$ cat config.mk
export PLATFORM = sky130hd
export DESIGN_NAME = dsi_lanes_controller
export DESIGN_NICKNAME = d
export VERILOG_FILES = /design/src/rtl/dsi_ctrl_pkg.sv /design/src/rtl/dsi_timeout_counter.sv /design/src/rtl/dsi_lanes_controller.sv
export SDC_FILE = /design/constraint.sdc
export NUM_CORES = 1
export LEC_CHECK = 0
export CAP_MARGIN = 20
export CORE_AREA = 2 2 93 72
export DETAILED_ROUTE_END_ITERATION = 7
export DIE_AREA = 0 0 95 74
export PLACE_DENSITY = 0.88
export SETUP_SLACK_MARGIN = 0.4
export SYNTH_ARGS = -nofsm -noshare
export SYNTH_HDL_FRONTEND = slang
export SYNTH_HIERARCHICAL = 1
export SYNTH_SLANG_ARGS = --single-unit
$ cat constraint.sdc
create_clock -name clk_sys -period 7.84 [get_ports clk_sys]
set_input_delay 1.176 -clock clk_sys [delete_from_list [all_inputs] [get_ports clk_sys]]
set_output_delay 1.176 -clock clk_sys [all_outputs]
set_load 0.005 [all_outputs]
$ cat src/rtl/dsi_ctrl_pkg.sv
// Shared types and timing defaults for the DSI lane sequencer.
package dsi_ctrl_pkg;

   typedef enum logic [3:0] {
      DISABLED,
      IDLE,
      CLK_START,
      CLK_PRE,
      DATA_START,
      DATA_ACTIVE,
      DATA_FIN,
      CLK_POST,
      CLK_FIN
   } dsi_state_t;

   localparam logic [7:0] DEFAULT_T_CLK_PRE  = 8'd4;
   localparam logic [7:0] DEFAULT_T_CLK_POST = 8'd6;

endpackage

$ cat src/rtl/dsi_timeout_counter.sv
// 8-bit down counter: reloaded on load, counts down while en, saturates at zero.
module dsi_timeout_counter (
   input  logic       clk_sys,
   input  logic       rst_n,
   input  logic       load,
   input  logic       en,
   input  logic [7:0] load_value,
   output logic       expired
);

   logic [7:0] count;

   always_ff @(posedge clk_sys or negedge rst_n) begin
      if (!rst_n) begin
         count <= 8'd0;
      end else if (load) begin
         count <= load_value;
      end else if (en && (count != 8'd0)) begin
         count <= count - 8'd1;
      end
   end

   assign expired = (count == 8'd0);

endmodule

$ cat src/rtl/dsi_lanes_controller.sv
// Sequences the DSI clock lane and data lanes through one high-speed burst
// and streams packet beats from the assembler into the data lanes.
module dsi_lanes_controller
   import dsi_ctrl_pkg::*;
#(
   parameter int         LANES      = 4,
   parameter logic [7:0] T_CLK_PRE  = DEFAULT_T_CLK_PRE,
   parameter logic [7:0] T_CLK_POST = DEFAULT_T_CLK_POST
) (
   input  logic               clk_sys,
   input  logic               rst_n,
   input  logic               enable,
   input  logic [LANES*8-1:0] pkt_data,
   input  logic               pkt_valid,
   input  logic               pkt_last,
   output logic               pkt_ready,
   output logic               lines_enable,
   output logic               clk_start_rqst,
   output logic               clk_fin_rqst,
   input  logic               clk_active,
   output logic               data_start_rqst,
   output logic               data_fin_rqst,
   output logic [LANES*8-1:0] lanes_data,
   input  logic [LANES-1:0]   lanes_data_rqst,
   input  logic [LANES-1:0]   lanes_active,
   output logic               busy,
   output logic               underflow
);

   dsi_state_t state;
   dsi_state_t state_next;

   logic last_seen;
   logic in_data;
   logic all_rqst;
   logic split_rqst;
   logic take;
   logic accept;
   logic starve;
   logic pre_load;
   logic post_load;
   logic pre_expired;
   logic post_expired;

   logic lines_enable_d;
   logic busy_d;
   logic clk_start_d;
   logic clk_fin_d;
   logic data_start_d;
   logic data_fin_d;

   assign in_data    = (state == DATA_START) || (state == DATA_ACTIVE);
   assign all_rqst   = &lanes_data_rqst;
   assign split_rqst = (|lanes_data_rqst) && !all_rqst;
   assign take       = in_data && all_rqst;
   assign accept     = take && !last_seen && pkt_valid;
   assign starve     = take && !last_seen && !pkt_valid;
   assign pkt_ready  = take && !last_seen;

   assign pre_load   = (state_next == CLK_PRE)  && (state != CLK_PRE);
   assign post_load  = (state_next == CLK_POST) && (state != CLK_POST);

   dsi_timeout_counter u_pre_counter (
      .clk_sys    (clk_sys),
      .rst_n      (rst_n),
      .load       (pre_load),
      .en         (state == CLK_PRE),
      .load_value (T_CLK_PRE),
      .expired    (pre_expired)
   );

   dsi_timeout_counter u_post_counter (
      .clk_sys    (clk_sys),
      .rst_n      (rst_n),
      .load       (post_load),
      .en         (state == CLK_POST),
      .load_value (T_CLK_POST),
      .expired    (post_expired)
   );

   always_ff @(posedge clk_sys or negedge rst_n) begin
      if (!rst_n) begin
         state <= DISABLED;
      end else begin
         state <= state_next;
      end
   end

   // A beat flagged last leaves the data phase right away, so a single-beat
   // burst can go straight from DATA_START to DATA_FIN.
   always_comb begin
      state_next = state;
      case (state)
         DISABLED:    if (enable) state_next = IDLE;
         IDLE: begin
            if (!enable) begin
               state_next = DISABLED;
            end else if (pkt_valid) begin
               state_next = CLK_START;
            end
         end
         CLK_START:   if (clk_active) state_next = CLK_PRE;
         CLK_PRE:     if (pre_expired) state_next = DATA_START;
         DATA_START: begin
            if (accept && pkt_last) begin
               state_next = DATA_FIN;
            end else if (take) begin
               state_next = DATA_ACTIVE;
            end
         end
         DATA_ACTIVE: if (last_seen || (accept && pkt_last)) state_next = DATA_FIN;
         DATA_FIN:    if (lanes_active == '0) state_next = CLK_POST;
         CLK_POST:    if (post_expired) state_next = CLK_FIN;
         CLK_FIN:     if (!clk_active) state_next = IDLE;
         default:     state_next = DISABLED;
      endcase
   end

   always_comb begin
      lines_enable_d = (state_next != DISABLED);
      busy_d         = (state_next != DISABLED) && (state_next != IDLE);
      clk_start_d    = (state_next == CLK_START);
      clk_fin_d      = (state_next == CLK_FIN);
      data_start_d   = (state_next == DATA_START);
      data_fin_d     = (state_next == DATA_FIN);
   end

   always_ff @(posedge clk_sys or negedge rst_n) begin
      if (!rst_n) begin
         lines_enable    <= 1'b0;
         busy            <= 1'b0;
         clk_start_rqst  <= 1'b0;
         clk_fin_rqst    <= 1'b0;
         data_start_rqst <= 1'b0;
         data_fin_rqst   <= 1'b0;
      end else begin
         lines_enable    <= lines_enable_d;
         busy            <= busy_d;
         clk_start_rqst  <= clk_start_d;
         clk_fin_rqst    <= clk_fin_d;
         data_start_rqst <= data_start_d;
         data_fin_rqst   <= data_fin_d;
      end
   end

   // Starved request slots still hand the lanes a zero filler byte.
   always_ff @(posedge clk_sys or negedge rst_n) begin
      if (!rst_n) begin
         lanes_data <= '0;
         last_seen  <= 1'b0;
         underflow  <= 1'b0;
      end else begin
         if (accept) begin
            lanes_data <= pkt_data;
         end else if (starve) begin
            lanes_data <= '0;
         end

         if ((state_next == IDLE) && (state != IDLE)) begin
            last_seen <= 1'b0;
         end else if (accept && pkt_last) begin
            last_seen <= 1'b1;
         end

         if (starve || (in_data && split_rqst)) begin
            underflow <= 1'b1;
         end
      end
   end

endmodule
==> results of run 1 <==
==> cell families after synthesis <==
family | share of synthesized area, %
buffers and inverters | 5.79
other | 0.252
flip-flops | 50.3
multiplexers | 0.713
AO/OA/AOI/OAI | 19.8
adder cells (fa/ha/maj) | 1.68
AND/OR/NAND/NOR | 21.4
==> worst max-delay path: cells and delay by family <==
family	cells	cell delay, ns
buffers and inverters	3	1.10
AND/OR/NAND/NOR	3	0.82
==> per-layer routing <==
metal	share of wire (%)	routed length, um	global-route usage (%)
met1	42	3430	32.8
met2	49	4030	37.0
met3	6.7	542	6.59
met4	1.8	143	7.09
met5	0	0	0
==> stage by stage <==
| step | instance area, sq um | total power [mW] | worst slack (ns) |
|---|---|---|---|
| 2_1_floorplan | 3040 | 0.649 | 4.63 |
| 3_3_place_gp | 3910 | 0.755 | 3.27 |
| 3_5_place_dp | 3930 | 0.779 | 3.21 |
| 4_1_cts | 4160 | 1.10 | 3.17 |
| 5_1_grt | 4170 | 1.17 | 3.45 |
| 6_report | 4170 | 1.10 | 3.56 |
==> power groups by stage <==
| stage | registers [mW] | clock network [mW] | logic (mW) |
|---|---|---|---|
| after floorplan | 0.416 | 0 | 0.234 |
| after global placement | 0.433 | 0 | 0.323 |
| after detailed placement | 0.439 | 0 | 0.339 |
| after CTS | 0.436 | 0.318 | 0.342 |
| after global routing | 0.447 | 0.333 | 0.385 |
| final | 0.439 | 0.313 | 0.348 |
==> synth_stat cells, types with 2 or more instances <==
cell type,instances
dfrtp_1,60
a22o_1,32
nor2_1,17
inv_1,15
a21oi_1,13
nand2_1,11
nor2b_1,11
nand3_1,10
buf_2,7
nor4_1,7
o21ai_0,7
or4_1,7
clkbuf_1,6
nor3_1,6
o41ai_1,5
a22oi_1,4
ha_1,4
nor3b_1,4
o211ai_1,4
and4b_1,3
buf_6,3
nand3b_1,3
nor4b_1,3
a211oi_1,2
and3b_1,2
buf_4,2
clkbuf_2,2
conb_1,2
nand2b_1,2
nand4b_1,2
nor3b_2,2
o2111ai_1,2
or3b_2,2
or4b_2,2
or4bb_1,2
==> flip-flops by register name (all words and copies together), names as in the netlist, 4 cells and up <==
signal / count
lanes_data: 32
state: 4
u_post_counter/count: 8
u_pre_counter/count: 8
==> final timing paths <==
kind | startpoint | to | slack [ns] | cells after the start
max | lanes_data_rqst[3] | pkt_ready | 3.56 | 6
min | underflow$_DFFE_PN0P_ | underflow$_DFFE_PN0P_ | 0.48 | 2
max reg2reg | u_post_counter/count[0]$_DFFE_PN0P_ | lines_enable$_DFF_PN0_ | 4.89 | 9
min reg2reg | underflow$_DFFE_PN0P_ | underflow$_DFFE_PN0P_ | 0.48 | 2
max in group asynchronous | rst_n | state[0]$_DFF_PN0_ | 6.37 | 2
min in group asynchronous | rst_n | lanes_data[27]$_DFFE_PN0P_ | 0.97 | 2
==> cell type report <==
type	count	area, sq um
multi-input cells	200	1380
flip-flops and latches	60	1500
repair buffers	90	911
inverters	15	56.3
fillers	448	1990
well taps	81	101
clock buffers	9	124
clock inverters	7	100
==> placed cells by master, fill, tap and decap left out, drive strengths merged, types with 10 or more instances in the layout <==
master / n
a21oi: 14
a22o: 32
clkdlybuf4s50: 84
conb: 16
dfrtp: 60
inv: 16
nand2: 11
nand3: 10
nor2: 17
nor2b: 11
==> run_results.csv, run 1 <==
group,metric,value,unit
pwr,powerDensity,264,mW/mm^2
pwr,pwr-share-seq,39.9,%
cells_and_area,syn_to_final_growth,39.9,%
cells_and_area,antenna_cells,0,
cells_and_area,fin_cells,462,
floorplan,chipHeight,74,um
clocking,cts.hold.buffers_added,0,
timing,tightestPinTransition,0.822,ns
timing,fmax,0.233,GHz
floorplan,io_pins,86,
pwr,p_comb_share,31.6,%
pwr,clock_power_share,28.5,%
floorplan,core_area,0.00616,sq mm
clocking,clock-sinks,60,
routing,dr.first_iter.drc_count,258,
global_routing,grt_pass1_wl,12500,um
timing,hold_slack,0.483,ns
critical_path,cp-end-kind,"primary output",
timing,relSlewSlack,44.8,%
pwr,netSwitchingFraction,34.5,%
synthesis,syn_area,0.00298,sq mm
routing,drt-total-wl,8140,um
synthesis,synth-edff-count,0,
cells_and_area,utilization,67.7,%
routing,drc,0,
timing,finalCritPeriodShare,54.6,%
clocking,path_clk_slew,0.06,ns
clocking,cts_tree,"yes",
critical_path,worstPathMaxFanout,15,
clocking,ctsResizeCount,0,
global_routing,grt_usage,23.7,%
floorplan,die_area,0.00703,sq mm
floorplan,initial_core_util,48.4,%
placement,hpwl,5690,um
clocking,root_buffer,"clkbuf_8",
synthesis,async_reset_ff_share,100,%
cells_and_area,layout-drive-gt1-share,9.45,%
global_routing,grt_pass1_vias,2532,
synthesis,synth_cell_types,50,
pwr,leakage,1.80,nW
synthesis,syn_inst,281,
routing,postRouteAntennaNets,0,
critical_path,critPathKind,"in -> out",
critical_path,critPathRequiredTime,6.66,ns
global_routing,grt_remaining_overflow,0,
placement,finalWeightedCongestion,0.925,
critical_path,slowest_stage,"clkdlybuf4s50_1",
synthesis,ys_top_cells_by_area,"dfrtp_1 (50%), a22o_1 (9.4%), nor2b_1 (2.3%)",
routing,vias,2682,
timing,finClkSkew,0.00824,ns
routing,wl_per_cell,17.6,um
clocking,post-cts-setup-buffers,0,
placement,port_buffers,85,
synthesis,synth_ff_type,"dfrtp_1",
timing,hold_viol,0,
global_routing,grt_max_degree,61,
timing,min_period,4.28,ns
clocking,cts_inserted_buffers,9,
clocking,cts_buffer_depth,2,
synthesis,yosys_warnings,6,
placement,dp.cells,445,
timing,setup_tns,0,ns
hold_path,hold_class,"reg -> reg",
timing,drv_slew,0,
pwr,p_switching,0.380,mW
synthesis,yosysTopAreaCell,"dfrtp_1",
clocking,h-tree-depth,3,
synthesis,yosysSeqAreaShare,50.3,%
outcome,status,"completed",
global_routing,antenna_found_initial,0,
job,maxCapViolCount,0,
synthesis,synth_top_area_share,50.3,%
routing,firstDrtPassIters,5,
floorplan,dieWidth,95,um
pwr,ir_drop,0.118,mV
critical_path,path_common_cell,"clkdlybuf4s50_1",
critical_path,path_cells,"clkdlybuf4s50_1 > and4_4 > nand2_1 > or2_1 > inv_1 > clkdlybuf4s50_1",
routing,avgViaCountPerCell,5.81,
floorplan,num_rows,25,
cells_and_area,final_nets,426,
clocking,clock_latency,0.35,ns
synthesis,synth-seq-cells,60,
critical_path,max_stage_delay,0.50,ns
timing,grt_setup_unrepaired,"false",
critical_path,worstPathArrival,3.11,ns
pwr,power.internal,0.720,mW
critical_path,worstSetupStartpointType,"input pin",
timing,setup_viol,0,
synthesis,synth_area_per_cell,10.6,sq um
(Power assumes the default switching activity.)
==> run 2: changes to the inputs <==
Settings changed: CORE_AREA 2 2 93 72 to 2 2 100 78, DIE_AREA 0 0 95 74 to 0 0 102 80, PLACE_DENSITY 0.88 to 0.8.
Clock period 7.84 ns to 3.6 ns, I/O delays scaled along.
==> run 2 against run 1 <==
Net effect: power rose by 110%; final area fell by 0.39%; global-route usage fell by 4.7 points; sequential power rose by 120%; largest power group unchanged; core utilization fell by 9.7 points; largest cell class unchanged.
==> run_results.csv, run 2 (synthesized netlist as in run 1, its figures left out) <==
group,metric,value,unit
outcome,status,"completed",
cells_and_area,final_cell_mix,"clkdlybuf4s50_1 (84), dfrtp_1 (60), a22o_1 (32)",
floorplan,core_area,0.00716,sq mm
routing,drc,0,
timing,tightestPinTransition,0.641,ns
cells_and_area,layout-drive-gt1-share,9.42,%
job,maxCapViolCount,0,
timing,finClkSkew,0.00716,ns
pwr,powerDensity,556,mW/mm^2
cells_and_area,antenna_cells,0,
timing,relSlewSlack,57.2,%
placement,post-place-ws,0.821,ns
cells_and_area,reg.largest.list,"lanes_data: 32 flops, u_post_counter/count: 8 flops, u_pre_counter/count: 8 flops",
placement,port_buffers,85,
clocking,ctsResizeCount,0,
global_routing,grt_remaining_overflow,0,
critical_path,cp.buffers_inverters,1,
critical_path,max_stage_delay,0.53,ns
timing,min_period,2.81,ns
timing,hold_viol,0,
timing,finalCritPeriodShare,78.0,%
placement,hpwl,5350,um
cells_and_area,largest_reg_flops,32,
pwr,total_power,2.31,mW
placement,dp.cells,467,
floorplan,num_rows,27,
critical_path,worstPathMaxFanout,8,
global_routing,grt_usage,18.9,%
critical_path,worstSetupStartpointType,"register",
timing,grt_setup_unrepaired,"false",
cells_and_area,final_nets,427,
critical_path,path_delay_family,"simple AND/OR/NAND/NOR gates",
floorplan,die_area,0.00816,sq mm
global_routing,grt_max_degree,34,
clocking,cts_inserted_buffers,9,
cells_and_area,multiInputGateArea,0.00138,sq mm
critical_path,cp-end-kind,"register",
global_routing,met3_usage,5.95,%
clocking,clock-sinks,60,
placement,finalWeightedCongestion,0.867,
timing,setup_tns,0,ns
global_routing,antenna_found_initial,0,
routing,postRouteAntennaNets,0,
critical_path,critPathKind,"reg -> reg",
clocking,root_buffer,"clkbuf_8",
global_routing,use_met1,26.6,%
cells_and_area,syn_to_final_growth,39.3,%
global_routing,grt_pass1_vias,2412,
clocking,h-tree-depth,3,
clocking,cts.hold.buffers_added,0,
pwr,ir_drop,0.260,mV
cells_and_area,fillCellCount,643,
critical_path,critPathRequiredTime,3.80,ns
routing,drt-total-wl,7520,um
critical_path,path_cells,"inv_1 > ha_1 > or3b_2 > nor2_1 > mux2_1 > a211o_1 > o21ai_0 > nor2_1 > or4b_1",
floorplan,dieWidth,102,um
critical_path,path_common_cell,"nor2_1",
timing,hold_slack,0.216,ns
routing,avgViaCountPerCell,5.28,
global_routing,grt_pass1_wl,11900,um
clocking,clock_latency,0.33,ns
floorplan,chipHeight,80,um
clocking,cts_buffer_depth,2,
pwr,leakage,1.78,nW
timing,fmax,0.356,GHz
critical_path,slowest_stage,"or3b_2",
clocking,cts_tree,"yes",
cells_and_area,regArea,0.00150,sq mm
timing,fin_ws,0.792,ns
routing,wl_per_cell,15.6,um
cells_and_area,final_common_cell,"clkdlybuf4s50_1",
global_routing,met2_usage,28.2,%
critical_path,worstPathArrival,3.01,ns
hold_path,hold_class,"in -> async",
floorplan,io_pins,86,
routing,dr.first_iter.drc_count,170,
global_routing,busiest_layer,"met2",
timing,setup_viol,0,
floorplan,initial_core_util,41.6,%
cells_and_area,max_flop_register,"lanes_data",
clocking,path_clk_slew,0.07,ns
timing,drv_slew,0,
clocking,post-cts-setup-buffers,0,
routing,firstDrtPassIters,4,
cells_and_area,fin_cells,483,
routing,vias,2549,
[run 2: worst paths after layout]
kind,startpoint,end,slack [ns],cells after the start
min reg2reg,underflow$_DFFE_PN0P_,underflow$_DFFE_PN0P_,0.48,2
max reg2reg,u_pre_counter/count[0]$_DFFE_PN0P_,lines_enable$_DFF_PN0_,0.79,9
max in group asynchronous,rst_n,u_pre_counter/count[0]$_DFFE_PN0P_,2.51,2
min in group clk_sys,underflow$_DFFE_PN0P_,underflow$_DFFE_PN0P_,0.48,2
min,rst_n,lanes_data[28]$_DFFE_PN0P_,0.22,1
max,u_pre_counter/count[0]$_DFFE_PN0P_,lines_enable$_DFF_PN0_,0.79,9
[run 2: stage by stage]
stage | cell area, sq um | util, %
6_report | 4160 | 58.0
4_1_cts | 4160 | 58.0
3_5_place_dp | 3950 | 55.2
3_3_place_gp | 3950 | 55.2
5_1_grt | 4160 | 58.0
2_1_floorplan | 3040 | -
[run 2: cell type report]
| class | instances | share of cell area [%] |
|---|---|---|
| flip-flops and latches | 60 | 36.1 |
| multi-input cells | 200 | 33.2 |
| repair buffers | 91 | 21.4 |
| clock buffers | 11 | 3.40 |
| well taps | 101 | 3.04 |
| clock inverters | 5 | 1.48 |
| inverters | 15 | 1.35 |
[run 2: report_power, final]
group / internal (mW) / leakage [nW] / switching [mW] / total, mW
Clock: 0.341 / 0.103 / 0.276 / 0.617
Sequential: 0.807 / 0.781 / 0.139 / 0.946
Combinational: 0.375 / 0.900 / 0.372 / 0.747
Total: 1.52 / 1.78 / 0.788 / 2.31
[run 2: routing by layer]
metal | share of wire (%) | routed length (um)
met5 | 0 | 0
met4 | 1.2 | 87
met3 | 5.3 | 398
met2 | 47 | 3500
met1 | 47 | 3530
==> run 3: changes to the inputs <==
Settings changed: CORE_AREA 2 2 100 78 to 2 2 95 74, DIE_AREA 0 0 102 80 to 0 0 97 76, PLACE_DENSITY 0.8 to 0.84.
Clock period 3.6 ns to 2.6 ns, I/O delays scaled along.
==> run 3 against run 2 <==
Net effect: register-to-register slack worse by 0.54 ns; global-route usage rose by 3.3 points; critical path type unchanged; highest routed layer unchanged; largest power group is now combinational logic; final area rose by 8.7%.
==> run_results.csv, run 3 (synthesized netlist as in run 1, its figures left out) <==
group,metric,value,unit
timing,tightestPinTransition,0.604,ns
critical_path,r2r_slack,0.25,ns
global_routing,grt_usage,22.2,%
cells_and_area,utilization,69.1,%
floorplan,num_rows,26,
cells_and_area,antenna_cells,0,
cells_and_area,fillCellCount,456,
timing,drv_slew,0,
floorplan,core_area,0.00654,sq mm
critical_path,worstPathArrival,2.55,ns
hold_path,hold_class,"in -> async",
clocking,cts.hold.buffers_added,0,
cells_and_area,regArea,0.00151,sq mm
timing,min_period,2.35,ns
floorplan,die_area,0.00737,sq mm
critical_path,worstPathMaxFanout,4,
job,maxCapViolCount,0,
timing,finClkSkew,0.0118,ns
clocking,path_clk_slew,0.07,ns
routing,firstDrtPassIters,5,
critical_path,worstSetupStartpoint,"u_post_counter/count[1]$_DFFE_PN0P_",
timing,setup_viol,0,
cells_and_area,final_cell_mix,"clkdlybuf4s50_1 (83), dfrtp_1 (57), buf_4 (36)",
timing,grt_setup_unrepaired,"true",
timing,fmax,0.426,GHz
clocking,clock-sinks,60,
clocking,clock_latency,0.34,ns
critical_path,worstSetupStartpointType,"register",
critical_path,rr_endpoint,"lines_enable$_DFF_PN0_",
clocking,h-tree-depth,3,
critical_path,setup.worst_path.end,"lines_enable$_DFF_PN0_",
clocking,root_buffer,"clkbuf_8",
cells_and_area,multiInputGateArea,0.00152,sq mm
clocking,cts_tree,"yes",
cells_and_area,max_flop_register,"lanes_data",
cells_and_area,final_common_cell,"clkdlybuf4s50_1",
critical_path,cp.buffers_inverters,1,
routing,wl_per_cell,16.9,um
floorplan,io_pins,86,
routing,drc,0,
cells_and_area,layout-drive-gt1-share,22.5,%
placement,finalWeightedCongestion,0.825,
critical_path,max_stage_delay,0.52,ns
critical_path,r2r_start,"u_post_counter/count[1]$_DFFE_PN0P_",
critical_path,path_delay_family,"simple AND/OR/NAND/NOR gates",
floorplan,chipHeight,76,um
critical_path,worstRegToRegCells,9,
critical_path,critPathKind,"reg -> reg",
routing,postRouteAntennaNets,0,
timing,hold_viol,0,
pwr,powerDensity,789,mW/mm^2
global_routing,antenna_found_initial,0,
routing,vias,2839,
global_routing,grt_remaining_overflow,0,
pwr,ir_drop,0.335,mV
critical_path,slowest_stage,"or4b_4",
timing,relSlewSlack,59.8,%
cells_and_area,fin_cells,497,
critical_path,critPathRequiredTime,2.81,ns
clocking,cts_buffer_depth,2,
cells_and_area,reg.largest.list,"lanes_data: 32 flops, u_post_counter/count: 8 flops, u_pre_counter/count: 8 flops",
routing,dr.first_iter.drc_count,282,
cells_and_area,largest_reg_flops,32,
timing,setup_tns,0,ns
critical_path,cp.depth,9,
global_routing,grt_pass1_wl,13200,um
pwr,leakage,1.95,nW
critical_path,cp-end-kind,"register",
cells_and_area,syn_to_final_growth,51.4,%
timing,hold_slack,0.0468,ns
cells_and_area,final_nets,459,
global_routing,grt_pass1_vias,2736,
placement,port_buffers,85,
clocking,cts_inserted_buffers,9,
floorplan,dieWidth,97,um
placement,hpwl,5380,um
routing,drt-total-wl,8420,um
outcome,status,"completed",
routing,avgViaCountPerCell,5.71,
critical_path,path_cells,"inv_2 > ha_4 > or3b_4 > nor2_4 > mux2_4 > nor3_2 > a21oi_2 > o2111ai_2 > or4b_4",
timing,finalCritPeriodShare,90.2,%
global_routing,grt_max_degree,37,
floorplan,initial_core_util,45.6,%
placement,dp.cells,456,
pwr,total_power,3.56,mW
-- run 3: worst min path at each step --
stage / end / slack, ns / depth (start not counted) / start
floorplan: busy$_DFF_PN0_ / 0.09 / 0 / rst_n
CTS: u_post_counter/count[6]$_DFFE_PN0P_ / 0.06 / 1 / rst_n
global placement: underflow$_DFFE_PN0P_ / 0.43 / 1 / rst_n
global route: u_post_counter/count[6]$_DFFE_PN0P_ / 0.09 / 1 / rst_n
finish: u_post_counter/count[6]$_DFFE_PN0P_ / 0.05 / 1 / rst_n
detailed placement: u_post_counter/count[6]$_DFFE_PN0P_ / 0.43 / 1 / rst_n
-- run 3: layout make-up --
class	instances	area share [%]
clock buffers	11	3.35
clock inverters	4	0.554
inverters	15	1.25
multi-input cells	200	33.6
flip-flops and latches	60	33.3
well taps	84	2.33
repair buffers	123	25.6
-- run 3: repair_timing --
item / 4_1_cts / 5_1_grt
gates cloned: 0 / 0
endpoints found under the setup margin: 6 / 15
pin swaps: 7 / 8
resized for setup: 8 / 12
endpoints found under the hold margin: 0 / 0
buffers inserted: 17 / 9
-- run 3: power breakdown --
part | switching [mW] | internal (mW)
clock | 0.370 | 0.389
sequential | 0.193 | 1.12
combinational | 0.708 | 0.781
-- run 3: metrics by stage --
| stage | cell area, sq um | worst slack [ns] |
|---|---|---|
| floorplan | 3120 | 0.340 |
| global placement | 4060 | 0.185 |
| detailed placement | 4060 | 0.152 |
| CTS | 4390 | 0.335 |
| global route | 4520 | 0.170 |
| finish | 4520 | 0.255 |
-- run 3: routing by layer --
metal	vias to the layer above	global-route usage, %	part of all wire, %
met5	-	0	0
met4	0	8.59	2.2
met3	20	3.58	5.7
met2	126	36.4	49
met1	1397	29.9	43
li1	1296	-	-
-- run 3: worst register-to-register path, stage by stage (launching register included) --
cell       delay [ns]
dfrtp_1          0.40
inv_2            0.08
ha_4             0.13
or3b_4           0.40
nor2_4           0.16
mux2_4           0.19
nor3_2           0.05
a21oi_2          0.11
o2111ai_2        0.17
or4b_4           0.53
